--- config.mk ---
export PLATFORM = sky130hd
export DESIGN_NAME = date_counter
export DESIGN_NICKNAME = d
export VERILOG_FILES = /design/src/rtl/date_counter.sv
export SDC_FILE = /design/constraint.sdc
export NUM_CORES = 1
export LEC_CHECK = 0
export CORE_ASPECT_RATIO = 0.5
export CORE_UTILIZATION = 53
export DETAILED_ROUTE_END_ITERATION = 12
export PLACE_DENSITY = 0.94
export SYNTH_ARGS = -nofsm -noshare
export SYNTH_HDL_FRONTEND = slang
export SYNTH_SLANG_ARGS = --single-unit
--- constraint.sdc ---
create_clock -name clk -period 8.3 [get_ports clk]
set_clock_uncertainty 0.05 [all_clocks]
set_input_delay 1.245 -clock clk [delete_from_list [all_inputs] [get_ports clk]]
set_output_delay 1.245 -clock clk [all_outputs]
set_load 0.1 [all_outputs]
--- src/rtl/date_counter.sv ---
// Calendar day/month/year counter for 2000..2099 with a validated parallel load.
// DD/MM/YY and the wrap/error pulses are all registered; leap is decoded from the registered YY.
module date_counter #(
  parameter logic [4:0] RESET_DD = 5'd1,
  parameter logic [3:0] RESET_MM = 4'd1,
  parameter logic [6:0] RESET_YY = 7'd0
) (
  input  logic       clk,
  input  logic       rst_n,
  input  logic       day_tick,
  input  logic       load,
  input  logic [4:0] load_dd,
  input  logic [3:0] load_mm,
  input  logic [6:0] load_yy,
  output logic [4:0] DD,
  output logic [3:0] MM,
  output logic [6:0] YY,
  output logic       leap,
  output logic       month_wrap,
  output logic       year_wrap,
  output logic       load_err
);

  logic [4:0] dd_q, dd_d;
  logic [3:0] mm_q, mm_d;
  logic [6:0] yy_q, yy_d;
  logic       month_wrap_q, month_wrap_d;
  logic       year_wrap_q, year_wrap_d;
  logic       load_err_q, load_err_d;

  logic [4:0] cur_mlen;
  logic [4:0] load_mlen;
  logic       state_ok;
  logic       load_ok;

  function automatic logic [4:0] mlen(input logic [3:0] mm, input logic [6:0] yy);
    logic [4:0] len;
    case (mm)
      4'd2:                     len = (yy[1:0] == 2'b00) ? 5'd29 : 5'd28;
      4'd4, 4'd6, 4'd9, 4'd11:  len = 5'd30;
      default:                  len = 5'd31;
    endcase
    return len;
  endfunction

  assign cur_mlen  = mlen(mm_q, yy_q);
  assign load_mlen = mlen(load_mm, load_yy);

  // A corrupted register set (e.g. after an upset) is caught here and reloaded on the next tick.
  assign state_ok = (mm_q >= 4'd1) && (mm_q <= 4'd12) && (yy_q <= 7'd99) &&
                    (dd_q >= 5'd1) && (dd_q <= cur_mlen);

  assign load_ok  = (load_mm >= 4'd1) && (load_mm <= 4'd12) && (load_yy <= 7'd99) &&
                    (load_dd >= 5'd1) && (load_dd <= load_mlen);

  always_comb begin
    dd_d         = dd_q;
    mm_d         = mm_q;
    yy_d         = yy_q;
    month_wrap_d = 1'b0;
    year_wrap_d  = 1'b0;
    load_err_d   = 1'b0;
    // Load has priority; a coincident tick is dropped even if the load is rejected.
    if (load) begin
      if (load_ok) begin
        dd_d = load_dd;
        mm_d = load_mm;
        yy_d = load_yy;
      end else begin
        load_err_d = 1'b1;
      end
    end else if (day_tick) begin
      if (!state_ok) begin
        dd_d = RESET_DD;
        mm_d = RESET_MM;
        yy_d = RESET_YY;
      end else if (dd_q < cur_mlen) begin
        dd_d = dd_q + 5'd1;
      end else if (mm_q < 4'd12) begin
        dd_d         = 5'd1;
        mm_d         = mm_q + 4'd1;
        month_wrap_d = 1'b1;
      end else begin
        dd_d         = 5'd1;
        mm_d         = 4'd1;
        yy_d         = (yy_q == 7'd99) ? 7'd0 : yy_q + 7'd1;
        month_wrap_d = 1'b1;
        year_wrap_d  = 1'b1;
      end
    end
  end

  always_ff @(posedge clk or negedge rst_n) begin
    if (!rst_n) begin
      dd_q         <= RESET_DD;
      mm_q         <= RESET_MM;
      yy_q         <= RESET_YY;
      month_wrap_q <= 1'b0;
      year_wrap_q  <= 1'b0;
      load_err_q   <= 1'b0;
    end else begin
      dd_q         <= dd_d;
      mm_q         <= mm_d;
      yy_q         <= yy_d;
      month_wrap_q <= month_wrap_d;
      year_wrap_q  <= year_wrap_d;
      load_err_q   <= load_err_d;
    end
  end

  assign DD         = dd_q;
  assign MM         = mm_q;
  assign YY         = yy_q;
  assign leap       = (yy_q[1:0] == 2'b00);
  assign month_wrap = month_wrap_q;
  assign year_wrap  = year_wrap_q;
  assign load_err   = load_err_q;

endmodule

Yosys cells after proc, flatten, opt, wreduce, memory -nomap -nowiden --
Index checks and enable logic that the tools add are counted.
Word-level totals: register bits after elaboration 19, bits of input ports 20, word-level logic and storage cells 84
Operators by class: $add $sub $neg 3, order comparisons 12, equal/unequal tests 14, multiplexer cells 33, reductions and logical operators 16
Operators with widths (count):
- $mux W7 | 7
- $mux W5 | 5
- $mux W4 | 6
- $eq A4 B3 Y1 const B | 4
- $eq A4 B4 Y1 const B | 4
- $le A7 B7 Y1 const B | 2
- $mux W1 | 13
- $ge A5 B1 Y1 const B | 2
- $le A5 B5 Y1 | 2
- $eq A4 B2 Y1 const B | 2
- $ge A4 B1 Y1 const B | 2
- $le A4 B4 Y1 const B | 2
- $logic_and A1 B1 Y1 | 8
- $pmux W2 S2 | 2
- $reduce_or A4 Y1 | 2
- $add A7 B1 Y7 const B | 1
- $eq A7 B7 Y1 const B | 1
- $ne A3 B3 Y1 const B | 2
- $add A5 B1 Y5 const B | 1
- $lt A5 B5 Y1 | 1
- $add A4 B1 Y4 const B | 1
- $logic_not A2 Y1 | 2
- $lt A4 B4 Y1 const B | 1
- $reduce_and A4 Y1 | 1
- 4 further kinds | 4

Depth between registers and ports, before layout --
Gate-level depths: netlist (run 1).
word-level depth 8, depth in mapped cells 12

Least setup slack after synthesis (run 1) --
OpenSTA, ideal clock, no wires.
path type reg2reg, start register yy_q[1] (netlist: YY[1]), end register mm_q[0] (netlist: MM[0]), setup time 0.082 ns, arrival time 3.647 ns, data required time 8.168 ns, slack 4.521 ns, cell stages (with the launch flop) 13, buffers on the path 1, clock period less this slack 3.779 ns, cell sequence dfrtp_1 -> inv_1 -> ha_1 -> nand2b_1 -> a21oi_1 -> nor2_1 -> ha_1 -> nor2b_1 -> o2111a_1 -> or4_1 -> buf_4 -> nand2_2 -> mux2_4
On the way: cells in the longest elaborated chain, start to end 8, elaborated cells between the ends (all ways) 14, those cells by class 3 x order compare; 1 x eq/ne; 5 x mux; 5 x reduce/logical
Ends and longest elaborated chain:
- start: declaration | line 26 | logic [6:0] yy_q, yy_d;
- start signal: assignment | line 104 | yy_q <= yy_d;
- $logic_not A2 Y1 (*)
- named net leap | line 18 | output logic leap,
- $mux W1 (*) | line 39 | 4'd2: len = (yy[1:0] == 2'b00) ? 5'd29 : 5'd28;
- $pmux W2 S2 (*) | line 38 | case (mm)
- $le A5 B5 Y1 | line 51 | (dd_q >= 5'd1) && (dd_q <= cur_mlen);
- $logic_and A1 B1 Y1 | line 51
- $mux W4 | line 73 | if (!state_ok) begin
- $mux W4 | line 72 | end else if (day_tick) begin
- $mux W4 | line 64 | if (load) begin
- end signal: assignment | line 103 | mm_q <= mm_d;
- end: declaration | line 25 | logic [3:0] mm_q, mm_d;
Mark *: on every way through the listed nets, which the timed path passes. The rest lies on a longest branch. The select of a mux whose other input is x is not followed. A chain may end at the register's enable or synchronous reset.

Worst setup path after layout (run 1) --
start input port load, end register yy_q[0] (netlist: YY[0])
On the way: cells in the longest elaborated chain, start to end 2, elaborated cells between the ends (all ways) 6, those cells by class 3 x eq/ne; 1 x mux; 2 x reduce/logical
Ends and longest elaborated chain:
- start: declaration | line 11 | input logic load,
- $ne A3 B3 Y1 (no source line), or another cell as far along
- $reduce_and A4 Y1 (no source line)
Several ways; a longest one is shown, not always the timed one.

==> reports/results.txt, run 1 <==
Slew Viols, Final: 0
CTS H-tree lvls: 1
Clock latency of the later-clocked register in the worst-skew pair: 260 ps
Core Rows: 13
Die Outline Area: 3220 sq um
FMAX: 257 MHz
Count of mapped cells out of synthesis: 170
Initial DRC count: 177
Port Buffers: 39
Status: finished, final reports clean
Count of flip-flops with a built-in enable after synthesis: 0
Aggregate global-route resource usage: 31.8%
RSZ-0062 raised after global routing: false
Number of top-level pins: 40
Time the final worst path needs with I/O delays and setup: 3890 ps
Initial core utilization: 58.3%
Category of the most critical setup path: in2reg
Place WS: 4260 ps
Clock root buffer master: clkbuf_8
Cell types with the largest area share after synthesis: dfrtp_1, ha_1, dfstp_2, inv_1, nand2_1
Filler Cell Count: 183
Vias in the first global route: 1467
Max_cap viols: 0
DRC: 0
Total area of multi-input combinational cells: 1030 sq um
Placeable core region: 2720 sq um
Net count, final: 242
Final estimated routing congestion in global placement: 1.04
Endpoint arrival time on the critical path: 3990 ps
Maximum fanout along the worst path: 16
Max-Slew Margin vs Limit: 32.0%
Peak supply drop: 0.318 mV
Wire length of the first global-routing pass: 7.36 mm
Synthesized area: 1580 sq um
Number of storage elements in the synthesis netlist: 19
Critical path launch point type: input port
Resize count post-CTS: 0
Top flip-flop cell by instance count after synthesis: dfrtp_1
Width of the chip: 79.3 um
Count of hold-fix buffers inserted at cts: 0
PnR worst setup slack: 4410 ps
Post-Synthesis Net Count: 203
Setup Buffers After CTS: 0
Detailed-route wire length per cell: 19.6 um
Number of sinks handled by clock tree synthesis: 19
Final-report setup violation count: 0
Share of the cycle needed by the critical path after routing: 46.8%
Post-synth cell types: 53
Async set-or-reset flop fraction in the synthesized netlist: 100%
Max Buffers Root-to-Sink: 2
Chip Height: 40.6 um
Yosys top cell by area: dfrtp_1
Clock transition time at the flip-flop clock pins of the worst setup and hold paths: 80 ps
Detail Route Antenna Nets: 0
Wire length reported by the detailed router: 4.80 mm
Antenna violations before repair: 0
Gr ovfl total: 0
Post-route setup TNS: 0 ps
Total count of hold-check failures in the final report: 0
Syn Area/Cell: 9.31 sq um
Via density per instance: 6.73
Area grow syn2layout: 28.9%
Fraction of layout cells with a size suffix above 1: 7.69%
Count of antenna diodes in the layout: 0
Ys Warns: 0
Overall Power: 0.864 mW
Post-synth top area share: 26.9%
Slew at the pin with the worst max-slew slack: 1020 ps
Reg area: 478 sq um
Vias after detailed routing: 1648
Pin count of the biggest net entering global routing: 20
Clock tree from TritonCTS: built
Detailed-router iteration count before antenna repair: 7
Part of the Yosys area used for sequential elements: 30.2%
Post-DP HPWL: 3.33 mm
Required time worst endpoint: 8410 ps
Endpoint kind of the worst setup timing path: flop
Cell Pwr Density: 424 nW/um^2
Min-delay worst type: reg2reg
Number of CTS-inserted buffers: 3
Cell leakage power: 0.838 nW
critical path, cell delays in order:
cell	delay [ps]
clkdlybuf4s50_1	710
inv_1	400
o211ai_2	200
a2111oi_4	950
a21oi_4	130
mux2_4	340
state kept, by name, summed over array words and instances (netlist names):
register,cells
load_err,1
MM,4
month_wrap,1
YY,7
year_wrap,1
DD,5
cell type report:
cell class                      instances  share of cell area (%)
Multi-Input combinational cell        132                    50.3
Sequential cell                        19                    23.4
Timing Repair Buffer                   39                    19.1
Inverter                               14                    2.58
Tap cell                               37                    2.27
Clock buffer                            3                    2.02
Clock inverter                          1                   0.245
worst paths after layout:
check,endpoint,from,slack (ps),cells after the start
setup / recovery,YY[0],load,4410,6
max in group asynchronous,YY[5],rst_n,6200,1
setup reg to reg,YY[0],MM[0],4790,11
hold reg to reg,DD[4],DD[4],550,1
hold / removal,DD[4],DD[4],550,1
min in group asynchronous,YY[1],rst_n,1440,1
where the power goes:
group / internal [mW] / switching (mW) / total (mW) / leakage [nW]
Sequential: 0.129 / 0.0617 / 0.191 / 0.236
Combinational: 0.166 / 0.437 / 0.603 / 0.577
Clock: 0.0335 / 0.0368 / 0.0703 / 0.0255
cell usage in the layout, fill, tap and decap left out, drive strengths merged, types with 2 or more instances in the layout:
master and instances:
nor3 4, a22o 2, o221ai 2, and2 4, clkdlybuf4s50 39, clkbuf 3
or4 5, nand4b 2, a32oi 5, a22oi 5, o211ai 7, a31oi 5
dfrtp 17, a32o 2, nand3 6, nor2 8, o21ai 8, dfstp 2
nor4 2, ha 13, mux2i 2, inv 14, mux2 2, o32a 2
and3 5, nand2 14, nor2b 3, a21oi 6, o22ai 2
Yosys cell counts, drive strengths merged (3+ instances only):
cell type,n
a21oi,6
a22oi,5
a31oi,5
a32oi,5
and2,4
and3,5
buf,4
dfrtp,17
ha,13
inv,14
nand2,14
nand3,6
nor2,8
nor2b,3
nor3,4
o211ai,7
o21ai,8
or4,5
per-layer routing:
| layer | vias to the layer above | share of wire [%] | GRT usage (%) |
|---|---|---|---|
| met5 | - | 0 | 0 |
| met4 | 0 | 3.9 | 16.8 |
| met3 | 18 | 12 | 9.11 |
| met2 | 135 | 45 | 55.0 |
| met1 | 762 | 39 | 38.1 |
| li1 | 733 | - | - |
stage by stage:
step	instances	utilization (%)	hold slack (ps)	cell area [sq um]
2_1_floorplan	170	-	738	1580
3_3_place_gp	241	73.4	502	1990
3_5_place_dp	241	73.4	525	1990
4_1_cts	245	75.1	544	2040
5_1_grt	245	75.1	571	2040
6_report	245	75.1	546	2040
cells by family after synthesis:
| family | Yosys count | share of synthesized area [%] |
|---|---|---|
| muxes | 4 | 3.16 |
| and+or+nand+nor | 60 | 22.5 |
| buffers and inverters | 19 | 4.98 |
| AOI/OAI and AO/OA | 55 | 28.9 |
| adders and majority gates | 13 | 10.3 |
| DFF | 19 | 30.2 |
No activity file was read; power rests on OpenSTA's default activity.
==> run 2, diff against run 1 <==
CORE_UTILIZATION = 49   (was 53)
PLACE_DENSITY = 0.89   (was 0.94)
clock period = 3.9 ns   (was 8.3 ns; I/O delays follow)
==> reports/results.txt, run 2 (synthesis results as in run 1) <==
Final-report setup violation count: 0 (unchanged)
Detail Route Antenna Nets: 0 (unchanged)
Core Rows: 14 (+1)
Place WS: 621 ps (-3640 ps)
Count of antenna diodes in the layout: 0 (unchanged)
Crit-path slowest cell: nor4_1
Number of top-level pins: 40 (unchanged)
Min-delay worst type: reg2reg
Cell leakage power: 0.848 nW (+1.2%)
Placeable core region: 3030 sq um (+12%)
Area grow syn2layout: 30.0%
Most frequent cells in the layout: clkdlybuf4s50_1, dfrtp_1, inv_1
Status: finished, final reports clean
Endpoint kind of the worst setup timing path: flop
Switching power of the nets: 1.13 mW (+110%)
Count of hold-fix buffers inserted at cts: 0 (unchanged)
Placed instance count: 246 (+2.1%)
Sw Ratio: 61.4% (-0.52 points)
Share of the cycle needed by the critical path after routing: 84.5%
Vias in the first global route: 1601 (+9.1%)
Max-Slew Margin vs Limit: 34.3% (+2.3 points)
Antenna violations before repair: 0 (unchanged)
Required time worst endpoint: 4060 ps (-4350 ps)
Cell Pwr Density: 892 nW/um^2 (+110%)
Combinational Power Share: 70.2% (+0.4 points)
Slew at the pin with the worst max-slew slack: 983 ps (-34.0 ps)
RSZ-0062 raised after global routing: false
Chip Height: 42.2 um (+3.8%)
Overall Power: 1.84 mW (+110%)
Fin cells: 250 (+2.0%)
Setup Buffers After CTS: 0 (unchanged)
PnR worst setup slack: 606 ps (-3810 ps)
Largest incremental delay on the critical path: 830 ps (-120 ps)
Port Buffers: 39 (unchanged)
FMAX: 304 MHz
Wire length reported by the detailed router: 4.56 mm (-4.9%)
Cell internal pwr: 0.709 mW (+120%)
Cell family contributing the most delay on the critical path: compound AO/OA/AOI/OAI gates
Maximum fanout along the worst path: 8 (-8)
Post-route setup TNS: 0 ps (unchanged)
Max Buffers Root-to-Sink: 2 (unchanged)
Via density per instance: 6.38 (-5.2%)
Buffers & Inverters on Critical Path: 1 (-1)
Clock latency of the later-clocked register in the worst-skew pair: 260 ps (about the same)
Time the final worst path needs with I/O delays and setup: 3290 ps
Number of CTS-inserted buffers: 3 (unchanged)
Endpoint arrival time on the critical path: 3450 ps (-540 ps)
Seq pwr share: 22.0% (about the same)
DRC: 0 (unchanged)
Initial core utilization: 52.2% (-6.0 points)
Initial DRC count: 141 (-20%)
Total count of hold-check failures in the final report: 0 (unchanged)
Cells along the critical path: inv_1, ha_1, o21ai_0, a21oi_1, nor2_1, ha_1, nor2b_1, o2111a_1, nor4_1, a32o_1, a22o_1
Width of the chip: 82.4 um (+3.9%)
CTS H-tree lvls: 1 (unchanged)
Category of the most critical setup path: reg2reg
Most frequent standard cell in the layout excluding fill and tap cells: clkdlybuf4s50_1
Clock root buffer master: clkbuf_8
Slew Viols, Final: 0 (unchanged)
Hold slack: 572 ps (+25.9 ps)
Fraction of layout cells with a size suffix above 1: 8.57% (+0.88 points)
Resize count post-CTS: 0 (unchanged)
Post-DP HPWL: 3.37 mm (+1.1%)
Gr ovfl total: 0 (unchanged)
Pin count of the biggest net entering global routing: 20 (unchanged)
Clock tree from TritonCTS: built
Die Outline Area: 3480 sq um (+7.9%)
Most numerous cell on the critical path: ha_1
Detailed-route wire length per cell: 18.3 um (-6.8%)
Critical path launch point type: flop
Wire length of the first global-routing pass: 7.10 mm (-3.6%)
Clock power share: 7.8% (-0.3 points)
Net count, final: 244 (+0.83%)
Max_cap viols: 0 (unchanged)
Vias after detailed routing: 1595 (-3.2%)
Clock transition time at the flip-flop clock pins of the worst setup and hold paths: 80 ps (about the same)
Final estimated routing congestion in global placement: 0.888 (-14%)
Aggregate global-route resource usage: 27.2% (-4.6 points)
Detailed-router iteration count before antenna repair: 4 (-3)
Number of sinks handled by clock tree synthesis: 19 (unchanged)
Peak supply drop: 0.467 mV (+47%)
Filler Cell Count: 236 (+29%)
Max FFs per register: 7 (unchanged)
[run 2: final timing paths]
check / startpoint / end / slack [ps] / cells past startpoint
max in group asynchronous: rst_n / YY[6] / 2460 / 1
worst min register to register: DD[0] / DD[0] / 570 / 2
worst max register to register: MM[0] / DD[2] / 610 / 11
worst min-delay path: DD[0] / DD[0] / 570 / 2
worst max-delay path: MM[0] / DD[2] / 610 / 11
min in group asynchronous: rst_n / DD[4] / 780 / 1
[run 2: cell type report]
class / count / area (sq um) / area share [%]
Multi-Input combinational cell: 132 / 1030 / 49.8
Sequential cell: 19 / 478 / 23.2
Timing Repair Buffer: 41 / 405 / 19.7
Inverter: 14 / 52.6 / 2.55
Tap cell: 40 / 50.0 / 2.43
Clock buffer: 3 / 41.3 / 2.01
Clock inverter: 1 / 5.00 / 0.243
[run 2: power by group through the flow]
stage | clock network, mW | registers [mW] | logic [mW]
after global routing | 0.155 | 0.418 | 1.34
after CTS | 0.145 | 0.400 | 1.28
after detailed placement | 0 | 0.405 | 1.27
final | 0.143 | 0.404 | 1.29
after global placement | 0 | 0.399 | 1.25
after floorplan | 0 | 0.893 | 0.476
[run 2: routing by layer]
| layer | routed length (um) | vias up | GRT usage, % |
|---|---|---|---|
| met4 | 59 | 0 | 10.2 |
| li1 | - | 745 | - |
| met5 | 0 | - | 0 |
| met1 | 2000 | 757 | 36.3 |
| met2 | 2130 | 83 | 43.0 |
| met3 | 366 | 10 | 6.09 |
[run 2: metrics by stage]
stage	area, sq um	util (%)
floorplan	1580	-
global placement	2010	66.4
detailed placement	2010	66.4
CTS	2060	67.9
global route	2060	67.9
finish	2060	67.9
[run 2: worst min-delay path: stages, from the launching register on]
cell and delay, ps:
dfstp_2 400, inv_1 110, o21ai_0 100
